<file path="src/rtl/stream_mux_pkg.sv">
// Shared constants and helpers for the N-channel stream multiplexer.
package stream_mux_pkg;

    localparam int STREAM_MUX_N_DEF     = 16;
    localparam int STREAM_MUX_WIDTH_DEF = 1;

    // A channel index is never narrower than one bit, even for N = 2.
    function automatic int chan_idx_w(input int n);
        return (n > 2) ? $clog2(n) : 1;
    endfunction

endpackage

</file>
<file path="src/rtl/stream_mux_n_rr.sv">
// Round-robin arbiter: first requester at or above the pointer, wrapping at N-1.
// Used by stream_mux_n only when STREAM_MUX_RR_EN is defined.
module stream_rr_arb
    import stream_mux_pkg::*;
#(
    parameter  int N    = 4,
    localparam int SELW = chan_idx_w(N)
) (
    input  logic            clk,
    input  logic            rst,
    input  logic [N-1:0]    req,
    input  logic            advance,
    output logic [N-1:0]    gnt,
    output logic [SELW-1:0] gnt_idx
);

    logic [SELW-1:0] ptr_q, ptr_d;
    logic [SELW:0]   sum;
    logic [SELW-1:0] cand;
    logic            found;

    always_comb begin
        gnt     = '0;
        gnt_idx = '0;
        found   = 1'b0;
        sum     = '0;
        cand    = '0;
        for (int i = 0; i < N; i++) begin
            sum = {1'b0, ptr_q} + (SELW+1)'(i);
            if (sum >= (SELW+1)'(N)) sum = sum - (SELW+1)'(N);
            cand = sum[SELW-1:0];
            if (!found && req[cand]) begin
                found     = 1'b1;
                gnt[cand] = 1'b1;
                gnt_idx   = cand;
            end
        end
    end

    // The pointer moves just past the channel that actually transferred.
    always_comb begin
        ptr_d = ptr_q;
        if (advance) ptr_d = (gnt_idx == SELW'(N-1)) ? '0 : gnt_idx + 1'b1;
    end

    always_ff @(posedge clk) begin
        if (rst) ptr_q <= '0;
        else     ptr_q <= ptr_d;
    end

endmodule

</file>
<file path="src/rtl/stream_mux_n.sv">
// N-channel valid/ready stream multiplexer with a one-entry registered output.
// Fixed select by default; STREAM_MUX_RR_EN switches to round-robin arbitration.
module stream_mux_n
    import stream_mux_pkg::*;
#(
    parameter  int N     = STREAM_MUX_N_DEF,
    parameter  int WIDTH = STREAM_MUX_WIDTH_DEF,
    localparam int SELW  = chan_idx_w(N)
) (
    input  logic               clk,
    input  logic               rst,
    input  logic [N-1:0]       in_valid,
    input  logic [N*WIDTH-1:0] in_data,
    output logic [N-1:0]       in_ready,
    input  logic [SELW-1:0]    sel,
    output logic               out_valid,
    output logic [WIDTH-1:0]   out_data,
    output logic [SELW-1:0]    out_ch,
    input  logic               out_ready
);

    localparam int NP = 1 << SELW;

    logic               out_valid_q, out_valid_d;
    logic [WIDTH-1:0]   out_data_q, out_data_d;
    logic [SELW-1:0]    out_ch_q, out_ch_d;
    logic               load, take;
    logic [SELW-1:0]    gidx;
    logic [WIDTH-1:0]   data_arr [NP];

    // Padded to a power of two so any index value selects a defined word.
    for (genvar i = 0; i < NP; i++) begin : g_pad
        if (i < N) begin : g_ch
            assign data_arr[i] = in_data[i*WIDTH +: WIDTH];
        end else begin : g_nc
            assign data_arr[i] = '0;
        end
    end

    assign load = !out_valid_q || out_ready;

`ifdef STREAM_MUX_RR_EN
    logic [N-1:0] gnt;
    logic         gnt_any;
    logic         unused_sel;

    assign unused_sel = ^sel;
    assign gnt_any    = |gnt;
    assign take       = load && gnt_any && !rst;
    assign in_ready   = (load && !rst) ? gnt : '0;

    stream_rr_arb #(.N(N)) u_arb (
        .clk     (clk),
        .rst     (rst),
        .req     (in_valid),
        .advance (take),
        .gnt     (gnt),
        .gnt_idx (gidx)
    );
`else
    logic [NP-1:0] valid_pad;
    logic          sel_ok;

    for (genvar i = 0; i < NP; i++) begin : g_vpad
        if (i < N) begin : g_ch
            assign valid_pad[i] = in_valid[i];
        end else begin : g_nc
            assign valid_pad[i] = 1'b0;
        end
    end

    if (NP == N) begin : g_pow2
        assign sel_ok = 1'b1;
    end else begin : g_npow2
        assign sel_ok = ({1'b0, sel} < (SELW+1)'(N));
    end

    assign gidx = sel;
    assign take = load && sel_ok && valid_pad[sel] && !rst;

    always_comb begin
        in_ready = '0;
        if (load && sel_ok && !rst) in_ready[sel] = 1'b1;
    end
`endif

    always_comb begin
        out_valid_d = out_valid_q;
        out_data_d  = out_data_q;
        out_ch_d    = out_ch_q;
        if (load) begin
            out_valid_d = take;
            if (take) begin
                out_data_d = data_arr[gidx];
                out_ch_d   = gidx;
            end
        end
    end

    always_ff @(posedge clk) begin
        if (rst) begin
            out_valid_q <= 1'b0;
            out_data_q  <= '0;
            out_ch_q    <= '0;
        end else begin
            out_valid_q <= out_valid_d;
            out_data_q  <= out_data_d;
            out_ch_q    <= out_ch_d;
        end
    end

    assign out_valid = out_valid_q;
    assign out_data  = out_data_q;
    assign out_ch    = out_ch_q;

endmodule

</file>
<file path="config.mk">
export PLATFORM = sky130hd
export DESIGN_NAME = stream_mux_n
export DESIGN_NICKNAME = d
export VERILOG_FILES = /design/src/rtl/stream_mux_pkg.sv /design/src/rtl/stream_mux_n_rr.sv /design/src/rtl/stream_mux_n.sv
export SDC_FILE = /design/constraint.sdc
export NUM_CORES = 1
export LEC_CHECK = 0
export ABC_AREA = 1
export ABC_CLOCK_PERIOD_IN_PS = 1600
export CORE_AREA = 5 5 61 47
export DETAILED_ROUTE_END_ITERATION = 12
export DIE_AREA = 0 0 66 52
export GPL_ROUTABILITY_DRIVEN = 0
export PLACE_DENSITY = 0.84
export SYNTH_ARGS = -nofsm -noshare
export SYNTH_HDL_FRONTEND = slang
export SYNTH_SLANG_ARGS = --single-unit
</file>
<file path="constraint.sdc">
create_clock -name clk -period 1.6 [get_ports clk]
set_input_delay 0.16 -clock clk [delete_from_list [all_inputs] [get_ports clk]]
set_output_delay 0.16 -clock clk [all_outputs]
set_load 0.03 [all_outputs]
</file>
Yosys cells after proc, flatten, opt, wreduce, memory -nomap -nowiden --
Index checks and enable logic that the tools add are counted.
Storage, ports and cells: flip-flop bits (word level) 6, latch bits 0, bits in writable memories 0, memory bits (read-only) 0, input bits 39, output and inout port bits 22, word-level logic and storage cells 23, memories kept 0
Cells by class: add/subtract/negate cells 0, multiply operators 0, divide/modulo/power cells 0, magnitude comparators 3, equality and inequality tests 0, shifts and indexed selects 0, muxes and demuxes 8, bitwise logic cells 1, reduce and logical (&&, ||, !) cells 8
Operator list (count):
- two-way mux 16 bit | 1
- binary-select mux 1 bit (select 4 bit) | 2
- >= comparator 5 bit, second input constant | 1
- less-than comparator 4 x 5 -> 1 bit, second input constant | 1
- inverter 4 -> 5 bit | 1
- demux 1 bit (select 4 bit) | 1
- >= comparator 4 x 1 -> 1 bit, second input constant | 1
- logical AND 1 bit | 4
- two-way mux 1 bit | 4
- logical NOT 1 bit | 2
- AND reduction 2 bit | 1
- logical OR 1 bit | 1

Longest topological paths before layout --
Gate-level depths: netlist of the first run.
depth after elaboration 5, depth in mapped cells 12, depth with buffers taken out 12

Worst setup path after synthesis of the first run --
OpenSTA, ideal clock, no wires.
kind register -> output, start point reg out_valid_q (netlist: out_valid), end point out in_ready[10], arrival 1.335 ns, data required time 1.440 ns, setup slack 0.105 ns, cell stages (with the launch flop) 6, buffers on the path 0, path through dfxtp_1 nand2_1 nand2_1 inv_1 nand3_1 nor2_1
Between the ends: word-level cells in the longest chain between the ends 4
Ends and longest elaborated chain:
- start, declared | line stream_mux_n.sv:24 | logic out_valid_q, out_valid_d;
- start signal, assigned | line stream_mux_n.sv:106 | out_valid_q <= out_valid_d;
- logical NOT 1 bit | line stream_mux_n.sv:40 | assign load = !out_valid_q || out_ready;
- logical OR 1 bit | line stream_mux_n.sv:40
- logical AND 1 bit | line stream_mux_n.sv:83 | if (load && sel_ok && !rst) in_ready[sel] = 1'b1;
- two-way mux 16 bit | line stream_mux_n.sv:83
- end, declared | line stream_mux_n.sv:14 | output logic [N-1:0] in_ready,
Every way passes these cells.

Worst setup path in the final report of the first run --
start point in sel[0], end point out in_ready[5]
Between the ends: word-level cells in the longest chain between the ends 5, elaborated cells on any way between the ends 6, classes of those cells order compare (2); mux (3); reduce/logical (1)
Ends and longest elaborated chain:
- start, declared | line stream_mux_n.sv:15 | input logic [SELW-1:0] sel,
- less-than comparator 4 x 5 -> 1 bit (not written as such) or >= comparator 4 x 1 -> 1 bit (tied branches) | line stream_mux_n.sv:83
- logical AND 1 bit (not written as such) | line stream_mux_n.sv:83
- two-way mux 1 bit (not written as such) | line stream_mux_n.sv:83
- demux 1 bit (select 4 bit) * | line stream_mux_n.sv:83
- two-way mux 16 bit * | line stream_mux_n.sv:83
Mark *: on every way between the ends. The rest lies on a longest branch, timed or not.

==> results of run 1 <==
==> path summary, 6_finish.rpt <==
check                                       startpoint                endpoint
worst max-delay path                            sel[0]             in_ready[5]
worst min-delay path                            sel[2]  out_ch[2]$_SDFFE_PP0P_
worst max register to register  out_valid$_SDFFE_PP0N_  out_ch[0]$_SDFFE_PP0P_
worst min register to register  out_ch[2]$_SDFFE_PP0P_  out_ch[2]$_SDFFE_PP0P_
==> state kept, by name, summed over array words and instances, names as in the netlist <==
| register | flops |
|---|---|
| out_data | 1 |
| out_valid | 1 |
| out_ch | 4 |
==> cells by family after synthesis <==
| family | after synthesis | synth area share, % |
|---|---|---|
| AND/OR/NAND/NOR | 126 | 69.0 |
| buffers and inverters | 17 | 11.3 |
| flip-flops | 6 | 16.2 |
| AO/OA/AOI/OAI | 5 | 3.38 |
==> layer usage <==
metal	vias to the layer above	track usage (%)
met2	39	24.5
met5	-	0
li1	593	-
met3	0	5.40
met4	0	1.35
met1	458	18.6
==> power groups by stage <==
stage | registers (mW) | logic (mW) | clock network [mW]
5_1_grt | 0.174 | 0.398 | 0.158
6_report | 0.172 | 0.361 | 0.137
3_3_place_gp | 0.175 | 0.353 | 0
2_1_floorplan | 0.204 | 0.151 | 0
3_5_place_dp | 0.175 | 0.355 | 0
4_1_cts | 0.172 | 0.356 | 0.143
==> synth_stat cells, drive strengths merged <==
master and instances:
nor2 24, nand2 97, nand3 5, o21ai 4, dfxtp 6, inv 13
a21oi 1, buf 4
==> through the flow <==
| step | util, % | area [um2] | hold WS, ns |
|---|---|---|---|
| final | 63.8 | 1450 | 0.276 |
| after global routing | 63.8 | 1450 | 0.283 |
| after CTS | 62.3 | 1420 | 0.474 |
| after detailed placement | 61.3 | 1390 | 0.466 |
| after global placement | 61.3 | 1390 | 0.460 |
| after floorplan | - | 739 | 0.229 |
==> final cells by class <==
type                    count  area [um2]  share of cell area (%)
clock buffers               3        22.5                    1.55
inverters                  13        48.8                    3.37
multi-input cells         131         563                    38.9
flip-flops and latches      6         120                    8.29
well taps                  34        42.5                    2.94
repair buffers             68         652                    45.0
==> worst min-delay path: stages <==
cell	delay, ns
dlymetal6s2s_1	0.17
nand2_1	0.08
o21ai_1	0.05
==> results.yml, run 1 <==
routing:
  vias: 1090
  met2_length_um: 1100
  ant_nets: 0
  top_layer: "met3"
  wirelength_um: 2480
  dr.pass1.iters: 4
  m1WireLength_um: 1150
  met3_length_um: 230
  drcViolationCount: 0
  vias_per_cell: 4.27
  routedWlPerCell_um: 9.74
  drt_iter0_drc: 59
setup_path:
  rrSetupSlack_ns: 0.61
  critPathTopFamily: "buffers and inverters"
  worstPathArrival_ns: 1.37
  crit_chain: "clkdlybuf4s50_1, buf_6, buf_12, nand3_2, nor2_1, buf_4"
  cp-end-kind: "output port"
  crit_type: "input pin to output port"
  path_buf_inv: 4
  slowest_stage: "clkdlybuf4s50_1"
  critical_path.max_fanout: 10
  startpoint_type: "input pin"
  crit_cells: 6
  critical-path-max-stage-delay_ns: 0.51
  r2r_cells: 6
  crit_required_ns: 1.44
logic_synthesis:
  synth_seq_area_share_pct: 16.2
  yosys.area.top_type_share_pct: 48.2
  synth_nets: 193
  yosysTopAreaCell: "nand2_1"
  synth_area_per_cell_um2: 4.80
  synth_seq_cells: 6
  syn_area_um2: 739
  syn_inst: 154
  ys_types: 15
  synth_area_leaders: "nand2_1 (48%), dfxtp_1 (16%), nor2_1 (11%), inv_1 (5.6%), nand3_1 (3.4%)"
  yosys_warnings: 0
placed_design:
  hpwl_um: 2080
  dpl_worst_slack_ns: -0.0516
  port_buffers: 60
  dp.cells: 252
power_and_ir_drop:
  finalPower_mw: 0.670
  intPower_mw: 0.433
  p_clk_share_pct: 20.5
  swShare_pct: 35.4
  seqPwrFrac_pct: 25.7
  power.density_nw_per_um2: 463
  switchingPower_mw: 0.238
  p_comb_share_pct: 53.8
  p_leak_nw: 0.767
  max-vdd-ir-drop_mv: 0.214
sta:
  setup_viol: 0
  finClkSkew_ns: 0.00305
  drv_slew: 0
  fmax_mhz: 653
  setup-tns-final_ns: 0
  hold_viol: 0
  layout_setup_ws_ns: 0.0693
  tightest_slew_ns: 0.312
  layout_min_cycle_time_ns: 1.53
  finalCritPeriodShare_pct: 95.7
  relSlewSlack_pct: 79.2
floorplan:
  die_area_um2: 3430
  ioPinCount: 61
  start_util_pct: 32.6
  core_um2: 2270
  fp.dieH_um: 52
  die_w_um: 66
  rows: 15
clock_network:
  cts_tree: "done"
  holdBufCountCts: 0
  numCtsBuffers: 3
  clock_sinks: 6
  clockBufferDepth: 2
  cts_setup_buffers: 0
  clockRootBuffer: "clkbuf_4"
  h-tree-depth: 1
  clkSlewWorstSetupHoldPaths_ns: 0.04
  ctsResizeCount: 0
  clk_latency_ns: 0.24
worst_hold_path:
  holdPathStages: 3
  min_path_type: "input pin to register"
global_route:
  grt_pass1_wl_um: 4060
  grt_pass1_vias: 1020
  grt_max_degree: 11
  track_usage_pct: 14.6
  antenna_found_initial: 0
  grt.overflow.total: 0
final_layout:
  stdcell_count: 255
  layout-drive-gt1-share_pct: 19.0
  antennaDiodeCount: 0
  layout_commonest_cell: "nand2_1"
  fill_cells: 212
  final_cell_mix: "nand2_1 (95), clkdlybuf4s50_1 (43), buf_4 (21)"
  areaGrowthSynthToFinish_pct: 95.9
  num-nets-final: 262
flow_run:
  cap_violations: 0
outcome:
  run_status: "completed"
Note: power is estimated with default switching activity, not from simulation.
==> inputs of run 2 (changes only) <==
Settings changed: TNS_END_PERCENT set to 50.
==> results of run 2 <==
No change in the layout: final DEF, timing and power equal those of run 1.
